$ cat config.mk
export PLATFORM = sky130hd
export DESIGN_NAME = uart_tx_ctrl_flat
export DESIGN_NICKNAME = d
export VERILOG_FILES = /design/src/rtl/uart_tx_ctrl_if.sv /design/src/rtl/uart_tx_ctrl.sv /design/src/flat_wrapper.sv
export SDC_FILE = /design/constraint.sdc
export NUM_CORES = 1
export LEC_CHECK = 0
export ABC_AREA = 1
export CAP_MARGIN = 30
export CORE_MARGIN = 2
export CORE_UTILIZATION = 40
export CTS_BUF_LIST = sky130_fd_sc_hd__clkbuf_8
export DETAILED_ROUTE_END_ITERATION = 7
export GPL_ROUTABILITY_DRIVEN = 0
export GPL_TIMING_DRIVEN = 0
export SYNTH_ARGS = -nofsm -noshare
export SYNTH_HDL_FRONTEND = slang
export SYNTH_SLANG_ARGS = --single-unit
$ cat constraint.sdc
create_clock -name sclk -period 3.5 [get_ports sclk]
set_input_delay 0.7 -clock sclk [delete_from_list [all_inputs] [get_ports sclk]]
set_output_delay 0.7 -clock sclk [all_outputs]
set_load 0.02 [all_outputs]
$ cat src/rtl/uart_tx_ctrl_if.sv
// ----------------------------------------------------------------------------
// uart_tx_ctrl_if
//   Bundles the byte-write handshake and the serial-side outputs of the UART
//   transmitter so producer and transmitter connect through one port.
//
//   pi_flag   producer -> tx   one-cycle write strobe
//   pi_data   producer -> tx   byte to transmit, valid while pi_flag is high
//   full      tx -> producer   queue holds FIFO_DEPTH bytes; writes are dropped
//   overflow  tx -> producer   one-cycle pulse the cycle after a dropped write
//   busy      tx -> producer   a frame is on the line (start..stop)
//   tx        tx -> line       serial output, idles high
// ----------------------------------------------------------------------------
interface uart_tx_ctrl_if;
  logic       pi_flag;
  logic [7:0] pi_data;
  logic       full;
  logic       overflow;
  logic       busy;
  logic       tx;

  modport master (
    output pi_flag, pi_data,
    input  full, overflow, busy, tx
  );

  modport slave (
    input  pi_flag, pi_data,
    output full, overflow, busy, tx
  );
endinterface

$ cat src/rtl/uart_tx_ctrl.sv
// ----------------------------------------------------------------------------
// uart_tx_ctrl
//   UART transmitter, 8N1, LSB first. Bytes written through the bus are queued
//   in a small FIFO and serialised onto tx at CLK_FREQ/BAUD cycles per bit.
//   Frames go out back-to-back while the FIFO holds data.
//
//   sclk   system clock
//   rst_n  asynchronous active-low reset
//   bus    uart_tx_ctrl_if.slave: pi_flag/pi_data in; full/overflow/busy/tx out
// ----------------------------------------------------------------------------
module uart_tx_ctrl #(
  parameter int CLK_FREQ   = 50_000_000,
  parameter int BAUD       = 9600,
  parameter int FIFO_DEPTH = 8
) (
  input  logic          sclk,
  input  logic          rst_n,
  uart_tx_ctrl_if.slave bus
);

  localparam int BAUD_CNT_MAX = CLK_FREQ / BAUD;
  localparam int BCW          = (BAUD_CNT_MAX > 1) ? $clog2(BAUD_CNT_MAX) : 1;
  localparam int PW           = (FIFO_DEPTH > 1) ? $clog2(FIFO_DEPTH) : 1;
  localparam int CW           = PW + 1;

  localparam logic [BCW-1:0] BAUD_LAST = BCW'(BAUD_CNT_MAX - 1);
  localparam logic [CW-1:0]  CNT_FULL  = CW'(FIFO_DEPTH);

  if (BAUD_CNT_MAX < 2) begin : g_bad_baud
    $error("uart_tx_ctrl: CLK_FREQ/BAUD must be at least 2");
  end
  if ((FIFO_DEPTH < 2) || ((FIFO_DEPTH & (FIFO_DEPTH - 1)) != 0)) begin : g_bad_depth
    $error("uart_tx_ctrl: FIFO_DEPTH must be a power of two >= 2");
  end

  typedef enum logic [1:0] {IDLE, START, DATA, STOP} state_t;

  // Control registers (reset)
  state_t          state_q, state_d;
  logic [BCW-1:0]  baud_q, baud_d;
  logic [2:0]      bit_q, bit_d;
  logic [PW-1:0]   wr_ptr_q, wr_ptr_d;
  logic [PW-1:0]   rd_ptr_q, rd_ptr_d;
  logic [CW-1:0]   count_q, count_d;
  logic            tx_q, tx_d;
  logic            busy_q, busy_d;
  logic            ovf_q, ovf_d;

  // Data registers (no reset: only read after being loaded)
  logic [7:0]      shift_q, shift_d;
  logic [7:0]      mem [FIFO_DEPTH];

  logic            full;
  logic            wr_en;
  logic            pop;
  logic            bit_end;

  assign full    = (count_q == CNT_FULL);
  assign wr_en   = bus.pi_flag && !full;
  assign bit_end = (baud_q == BAUD_LAST);

  always_comb begin
    state_d  = state_q;
    baud_d   = baud_q + 1'b1;
    bit_d    = bit_q;
    shift_d  = shift_q;
    pop      = 1'b0;

    unique case (state_q)
      IDLE: begin
        baud_d = '0;
        if (count_q != '0) begin
          pop     = 1'b1;
          shift_d = mem[rd_ptr_q];
          state_d = START;
        end
      end
      START: begin
        if (bit_end) begin
          baud_d  = '0;
          bit_d   = 3'd0;
          state_d = DATA;
        end
      end
      DATA: begin
        if (bit_end) begin
          baud_d  = '0;
          shift_d = {1'b0, shift_q[7:1]};
          if (bit_q == 3'd7) state_d = STOP;
          else               bit_d   = bit_q + 3'd1;
        end
      end
      STOP: begin
        if (bit_end) begin
          baud_d = '0;
          // Chain straight into the next start bit when more data is queued.
          if (count_q != '0) begin
            pop     = 1'b1;
            shift_d = mem[rd_ptr_q];
            state_d = START;
          end else begin
            state_d = IDLE;
          end
        end
      end
      default: state_d = IDLE;
    endcase

    wr_ptr_d = wr_en ? wr_ptr_q + 1'b1 : wr_ptr_q;
    rd_ptr_d = pop   ? rd_ptr_q + 1'b1 : rd_ptr_q;
    unique case ({wr_en, pop})
      2'b10:   count_d = count_q + 1'b1;
      2'b01:   count_d = count_q - 1'b1;
      default: count_d = count_q;
    endcase

    // Outputs are decoded from next-state values so they land in registers
    // aligned with the state they describe.
    tx_d = 1'b1;
    if (state_d == START)     tx_d = 1'b0;
    else if (state_d == DATA) tx_d = shift_d[0];
    busy_d = (state_d != IDLE);
    ovf_d  = bus.pi_flag && full;
  end

  always_ff @(posedge sclk or negedge rst_n) begin
    if (!rst_n) begin
      state_q  <= IDLE;
      baud_q   <= '0;
      bit_q    <= '0;
      wr_ptr_q <= '0;
      rd_ptr_q <= '0;
      count_q  <= '0;
      tx_q     <= 1'b1;
      busy_q   <= 1'b0;
      ovf_q    <= 1'b0;
    end else begin
      state_q  <= state_d;
      baud_q   <= baud_d;
      bit_q    <= bit_d;
      wr_ptr_q <= wr_ptr_d;
      rd_ptr_q <= rd_ptr_d;
      count_q  <= count_d;
      tx_q     <= tx_d;
      busy_q   <= busy_d;
      ovf_q    <= ovf_d;
    end
  end

  always_ff @(posedge sclk) begin
    shift_q <= shift_d;
    if (wr_en) mem[wr_ptr_q] <= bus.pi_data;
  end

  assign bus.full     = full;
  assign bus.overflow = ovf_q;
  assign bus.busy     = busy_q;
  assign bus.tx       = tx_q;

endmodule

$ cat src/flat_wrapper.sv
// flat-port wrapper written by rule: the top's interface ports become plain ports
module uart_tx_ctrl_flat 
#(
  parameter int CLK_FREQ   = 50_000_000,
  parameter int BAUD       = 9600,
  parameter int FIFO_DEPTH = 8
)
  (sclk, rst_n, bus_pi_flag, bus_pi_data, bus_full, bus_overflow, bus_busy, bus_tx);
  uart_tx_ctrl_if bus_i ();
  input  logic sclk;
  input  logic rst_n;
  input wire logic [$bits(bus_i.pi_flag)-1:0] bus_pi_flag;
  input wire logic [$bits(bus_i.pi_data)-1:0] bus_pi_data;
  output wire logic [$bits(bus_i.full)-1:0] bus_full;
  output wire logic [$bits(bus_i.overflow)-1:0] bus_overflow;
  output wire logic [$bits(bus_i.busy)-1:0] bus_busy;
  output wire logic [$bits(bus_i.tx)-1:0] bus_tx;
  assign bus_i.pi_flag = bus_pi_flag;
  assign bus_i.pi_data = bus_pi_data;
  assign bus_full = bus_i.full;
  assign bus_overflow = bus_i.overflow;
  assign bus_busy = bus_i.busy;
  assign bus_tx = bus_i.tx;
  uart_tx_ctrl #(.CLK_FREQ(CLK_FREQ), .BAUD(BAUD), .FIFO_DEPTH(FIFO_DEPTH)) u_core (.sclk(sclk), .rst_n(rst_n), .bus(bus_i));
endmodule
==> results.md, run 1 <==
* Comb pwr share at 0.355
* Status: finished, final reports clean
* Post-CTS Setup Bufs at 0
* Crit path time final at 2.81 ns
* Worst path max stage delay at 0.38 ns
* Synth top cells by count: 87 x nand2_1, 71 x edfxtp_1, 60 x nor2_1
* Placed Cells at 612
* Post-synth top flop: edfxtp_1
* CP arrival at 3.09 ns
* Async SR Flop Fraction at 0.301
* Internal power at 2390 uW
* Top post-synthesis cells by area: edfxtp_1 45%, dfrtp_1 16%, nand2_1 6.9%
* Leak Pwr at 0.00208 uW
* VDD IR max at 0.471 mV
* Largest net degree at the start of global routing at 32
* Crit path kind: flip-flop to flip-flop
* Port Buffer Count at 14
* Max Buffers Root-to-Sink at 2
* Finish-stage setup viols at 0
* Fin. Hold Viols at 0
* Die extent in y at 112 um
* Synthesized Nets at 481
* Diodes inserted at 0
* Worst Hold Class: primary input to async pin
* Part of the power in the clock network at 0.209
* Flop pwr share at 0.437
* I/O Pins at 15
* Clock transition at path regs at 0.11 ns
* Die area at 12600 um^2
* Clock Skew at 0.0150 ns
* CTS Buf Count at 9
* DR vias at 3242
* Period utilization at 0.803
* Crit-path cells: ha_1 > nand2_2 > nor2_2 > nand3_4 > o21bai_4 > nand3_2 > inv_2 > ha_1 > ha_1 > nand2_1 > nor2_1 > a211oi_1 > nor2_1 > nor2_1 > nand2_1 > xnor2_1
* Vias in the first global route at 3215
* DRC at 0
* Max FO, Critical Path at 9
* Net Sw Power at 1520 uW
* Starting DRT DRC Count at 217
* RSZ-0062 raised after global routing: false
* Post_cts resized at 0
* Sequential element share of the synthesized area at 0.623
* TNS Setup at 0 ns
* DRT Pass-1 Iters at 5
* Post-synthesis register bit count at 103
* Grt ovf at 0
* Layout Nets at 506
* CP Capture Type: flip-flop
* FP Rows at 39
* CP bufs+invs at 1
* Synth-to-layout area growth at 11.2%
* WL/cell at 15.4 um
* Final wirelength at 9650 um
* MaxCap Viol Count at 0
* Global-route usage over all layers at 0.164
* Yosys cell types at 36
* Core Region at 11500 um^2
* Synthesized instance count at 455
* Synth area leader: edfxtp_1
* Relative slew slack at 0.358
* CTS tree: built
* Worst setup margin at 0.688 ns
* Worst Path Required at 3.78 ns
* Pwr/cell area at 747 nW/um^2
* Sw frac at 0.389
* HPWL after DPL at 6490 um
* Dpl ws at 0.489 ns
* Via/cell ratio at 5.16
* Synthesized area at 4700 um^2
* Initial Util at 0.410
* Slew Limit Fails at 0
* YS warnings at 0
* Most common cell in the netlist: nand2_1
* Fmax at 356 MHz
* Layout fillers at 1049
* Startpoint types: flip-flop
* Die Wd at 112 um
* Remaining antenna violation count at 0
* First-pass GRT wire length at 16000 um
* Share of the synthesized area in the top cell type at 0.453
* H-tree lvl count at 3
* Worst-Margin Slew at 0.960 ns
* Clock sinks at 103
* Root buf cell: clkbuf_8
* Initial antenna violation count at 0
* Layout Cells excl Fill at 628
* Worst-skew pair later-pin latency at 0.39 ns
* Mean Syn Cell Area at 10.3 um^2
* EDFF count, synth at 71
* Post-route total power at 3910 uW
* CP top delay family: simple AND/OR/NAND/NOR gates
* Layout cells sized above 1 at 0.0845
* # hold bufs at CTS at 0
* Critical path's slowest cell: dfrtp_1
==> layout by cell type, fill, tap and decap left out, types with 2 or more instances in the layout <==
master           instances
a21oi_1                 13
a31oi_1                  2
buf_2                    5
clkbuf_1                 5
clkbuf_8                 9
clkdlybuf4s50_1         13
dfrtp_1                 30
edfxtp_1                71
ha_1                    14
inv_1                   39
inv_2                    4
inv_6                    3
inv_8                    3
nand2_1                 87
nand2_2                  4
nand3_1                 26
nand4_1                  2
nor2_1                  60
nor2_2                   6
nor3_1                   2
o211ai_1                 7
o21ai_0                 41
o22ai_1                 14
xnor2_1                  4
xor2_1                   5
==> logic make-up after synthesis <==
family | synth area share
and+or+nand+nor | 0.175
adders and majority gates | 0.0415
xor gates and xnor gates | 0.0168
AOI/OAI and AO/OA | 0.0995
DFF | 0.623
buffers and inverters | 0.0450
==> path summary, 6_finish.rpt <==
check	end	slack, ns	cells past startpoint	startpoint
max in group asynchronous	u_core.bit_q[0]	2.69	1	rst_n
setup reg to reg	u_core.count_q[3]	0.69	16	u_core.baud_q[0]
hold reg to reg	u_core.baud_q[0]	0.47	1	u_core.baud_q[0]
setup / recovery	u_core.count_q[3]	0.69	16	u_core.baud_q[0]
min in group sclk	u_core.baud_q[0]	0.47	1	u_core.baud_q[0]
hold / removal	u_core.rd_ptr_q[2]	0.35	1	rst_n
==> state kept, by name, summed over array words and instances, names as in the netlist <==
register / flops
u_core.state_q: 2
u_core.wr_ptr_q: 3
u_core.bit_q: 3
u_core.count_q: 4
u_core.bus.busy: 1
u_core.shift_q: 8
u_core.rd_ptr_q: 3
u_core.mem: 64
u_core.bus.overflow: 1
u_core.baud_q: 13
u_core.bus.tx: 1
==> metrics by stage <==
step / util / cell area [um^2] / hold WS (ns)
after floorplan: - / 4700 / 0.404
after global placement: 0.438 / 5020 / 0.442
after detailed placement: 0.438 / 5020 / 0.450
after CTS: 0.456 / 5230 / 0.377
after global routing: 0.456 / 5230 / 0.406
final: 0.456 / 5230 / 0.347
==> layer usage <==
metal  wire, um  vias to the layer above  track usage
li1           -                     1599            -
met1       4470                     1561        0.220
met2       4640                       75        0.266
met3        412                        7       0.0340
met4        124                        0       0.0602
met5          0                        -            0
==> final cells by class <==
| type | count | area, um^2 | share of cell area |
|---|---|---|---|
| Tap cell | 143 | 179 | 0.0342 |
| Multi-Input combinational cell | 298 | 1560 | 0.299 |
| Buffer | 10 | 46.3 | 0.00885 |
| Timing Repair Buffer | 14 | 135 | 0.0258 |
| Clock buffer | 9 | 124 | 0.0237 |
| Inverter | 44 | 165 | 0.0316 |
| Clock inverter | 7 | 90.1 | 0.0172 |
| Sequential cell | 103 | 2930 | 0.560 |
==> power by group through the flow <==
stage | clock (uW) | combinational (uW) | sequential [uW]
final | 815 | 1390 | 1710
after global routing | 866 | 1570 | 1740
after global placement | 0 | 1360 | 1730
after detailed placement | 0 | 1390 | 1740
after floorplan | 0 | 951 | 1720
after CTS | 829 | 1400 | 1710
(Power assumes the default switching activity.)
==> run 2: changes to the inputs <==
==> constraint.sdc (replaced) <==
create_clock -name sclk -period 2.7 [get_ports sclk]
set_input_delay 0.54 -clock sclk [delete_from_list [all_inputs] [get_ports sclk]]
set_output_delay 0.54 -clock sclk [all_outputs]
set_load 0.02 [all_outputs]
==> run 2 against run 1 <==
Setup slack worse by 0.48 ns. Clock-buffer cell count unchanged. Maximum frequency up 13%. Power up 31%. Critical endpoint unchanged.
==> results.md, run 2 (synthesized netlist as in run 1, its figures left out) <==
* Crit-path cells: ha_2 > nand2_2 > nor2_4 > nand3_4 > o21bai_4 > nand3_4 > inv_4 > ha_2 > ha_1 > nand2_1 > nor2_1 > a211oi_2 > nor2_1 > nor2_1 > nand2_1 > xnor2_1
* Remaining antenna violation count at 0 (unchanged)
* DRT Pass-1 Iters at 5 (unchanged)
* Worst Path Required at 2.98 ns (-0.80 ns)
* Die area at 12600 um^2 (unchanged)
* Status: finished, final reports clean
* CP bufs+invs at 1 (unchanged)
* Initial antenna violation count at 0 (unchanged)
* Max FO, Critical Path at 4 (-5)
* Commonest cells after routing, fill and taps aside: 86 x nand2_1, 71 x edfxtp_1, 60 x nor2_1, 41 x o21ai_0, 39 x inv_1
* FF-to-FF Start: u_core.baud_q[0]
* CTS tree: built
* Critical path's slowest cell: dfrtp_1
* Diodes inserted at 0 (unchanged)
* Commonest non-fill, non-tap cell in the layout: nand2_1
* Worst-Margin Slew at 0.955 ns (-0.00513 ns)
* Design area at 5300 um^2 (+1.4%)
* Dpl ws at -0.151 ns (-0.640 ns)
* Core Region at 11500 um^2 (unchanged)
* Layout cells sized above 1 at 0.104 (+0.0193)
* Worst Hold Class: primary input to async pin
* Worst-skew pair later-pin latency at 0.39 ns (about the same)
* Worst setup margin at 0.210 ns (-0.478 ns)
* Pwr/cell area at 968 nW/um^2 (+30%)
* CP arrival at 2.77 ns (-0.32 ns)
* Clock transition at path regs at 0.11 ns (about the same)
* CTS Buf Count at 9 (unchanged)
* CP Depth at 16 (unchanged)
* MaxCap Viol Count at 0 (unchanged)
* Clock Skew at 0.00853 ns (-0.00651 ns)
* I/O Pins at 15 (unchanged)
* Period utilization at 0.922 (+0.119)
* H-tree lvl count at 3 (unchanged)
* Die Wd at 112 um (unchanged)
* Fmax at 402 MHz (+13%)
* R2r endpoint: u_core.count_q[3]
* Crit path time final at 2.49 ns (-0.322 ns)
* Placed instance area at 5020 um^2 (unchanged)
* Most flops, register: u_core.mem
* Max Buffers Root-to-Sink at 2 (unchanged)
* WL/cell at 15.2 um (-1.0%)
* Synth-to-layout area growth at 12.8%
* HPWL after DPL at 6490 um (unchanged)
* DRC at 0 (unchanged)
* CP top delay family: simple AND/OR/NAND/NOR gates
* Final wirelength at 9650 um (about the same)
* Root buf cell: clkbuf_8
* Slew Limit Fails at 0 (unchanged)
* Die extent in y at 112 um (unchanged)
* Largest net degree at the start of global routing at 32 (unchanged)
* Clock sinks at 103 (unchanged)
* CP Capture Type: flip-flop
* Reg2Reg Depth at 16 (unchanged)
* FP Rows at 39 (unchanged)
* Worst path max stage delay at 0.38 ns (about the same)
* First-pass GRT wire length at 16000 um (about the same)
* Via/cell ratio at 5.13 (-0.58%)
* VDD IR max at 0.611 mV (+30%)
* Vias in the first global route at 3217 (+0.062%)
* Biggest regs: u_core.mem x64, u_core.baud_q x13, u_core.shift_q x8
* Layout Nets at 512 (+1.2%)
* Crit path kind: flip-flop to flip-flop
* Core Util, Final at 0.463 (+0.00633)
* DR vias at 3254 (+0.37%)
* Most used cell, CP: nor2_1
* Global-route usage over all layers at 0.164 (about the same)
* Final hold slack at 0.198 ns (-0.149 ns)
* Finish-stage setup viols at 0 (unchanged)
* Relative slew slack at 0.361 (+0.00343)
* Startpoint types: flip-flop
* Starting DRT DRC Count at 216 (-0.46%)
* Leak Pwr at 0.00210 uW (+1.3%)
* Internal reg-to-reg setup slack at 0.21 ns (-0.48 ns)
* Initial Util at 0.410 (unchanged)
* Grt ovf at 0 (unchanged)
* Port Buffer Count at 14 (unchanged)
* Layout fillers at 1042 (-0.67%)
* Fin. Hold Viols at 0 (unchanged)
* Number of flip-flops under the largest register name at 64 (unchanged)
[run 2: layout make-up]
type / count / area [um^2] / area share
multi-input cells: 298 / 1590 / 0.299
clock inverters: 7 / 90.1 / 0.0170
plain buffers: 10 / 46.3 / 0.00873
inverters: 44 / 168 / 0.0316
flip-flops and latches: 103 / 2930 / 0.552
clock buffers: 9 / 124 / 0.0234
repair buffers: 20 / 180 / 0.0340
well taps: 143 / 179 / 0.0337
[run 2: how the worst max path moves through the flow]
stage | from | endpoint | slack [ns]
2_1_floorplan | u_core.baud_q[0] | u_core.count_q[3] | 0.24
3_3_place_gp | bus_pi_flag | u_core.mem[4][0] | -0.16
3_5_place_dp | bus_pi_flag | u_core.mem[4][0] | -0.15
4_1_cts | u_core.baud_q[0] | u_core.count_q[3] | 0.06
5_1_grt | u_core.baud_q[0] | u_core.count_q[3] | -0.01
6_report | u_core.baud_q[0] | u_core.count_q[3] | 0.21
[run 2: stage by stage]
step	power, uW	std cells	setup TNS (ns)
final	5140	634	0
after global placement	4010	612	-3.79
after global routing	5480	634	-0.0107
after CTS	5120	629	0
after detailed placement	4050	612	-3.95
after floorplan	3460	455	0
[run 2: repair_timing]
action | CTS | global route
setup buffers | 1 | 5
setup endpoints to repair | 1 | 1
hold buffers | 0 | 0
gates resized for setup | 1 | 6
pin swaps | 1 | 2
[run 2: routing by layer]
| metal | share of wire | GRT usage | vias up |
|---|---|---|---|
| met2 | 0.47 | 0.266 | 65 |
| li1 | - | - | 1610 |
| met1 | 0.47 | 0.220 | 1571 |
| met3 | 0.041 | 0.0340 | 8 |
| met4 | 0.013 | 0.0602 | 0 |
| met5 | 0 | 0 | - |
[run 2: where the power goes]
group          total, uW  internal (uW)  switching [uW]
Sequential          2210           2050             166
Clock               1050            458             593
Combinational       1870            639            1230
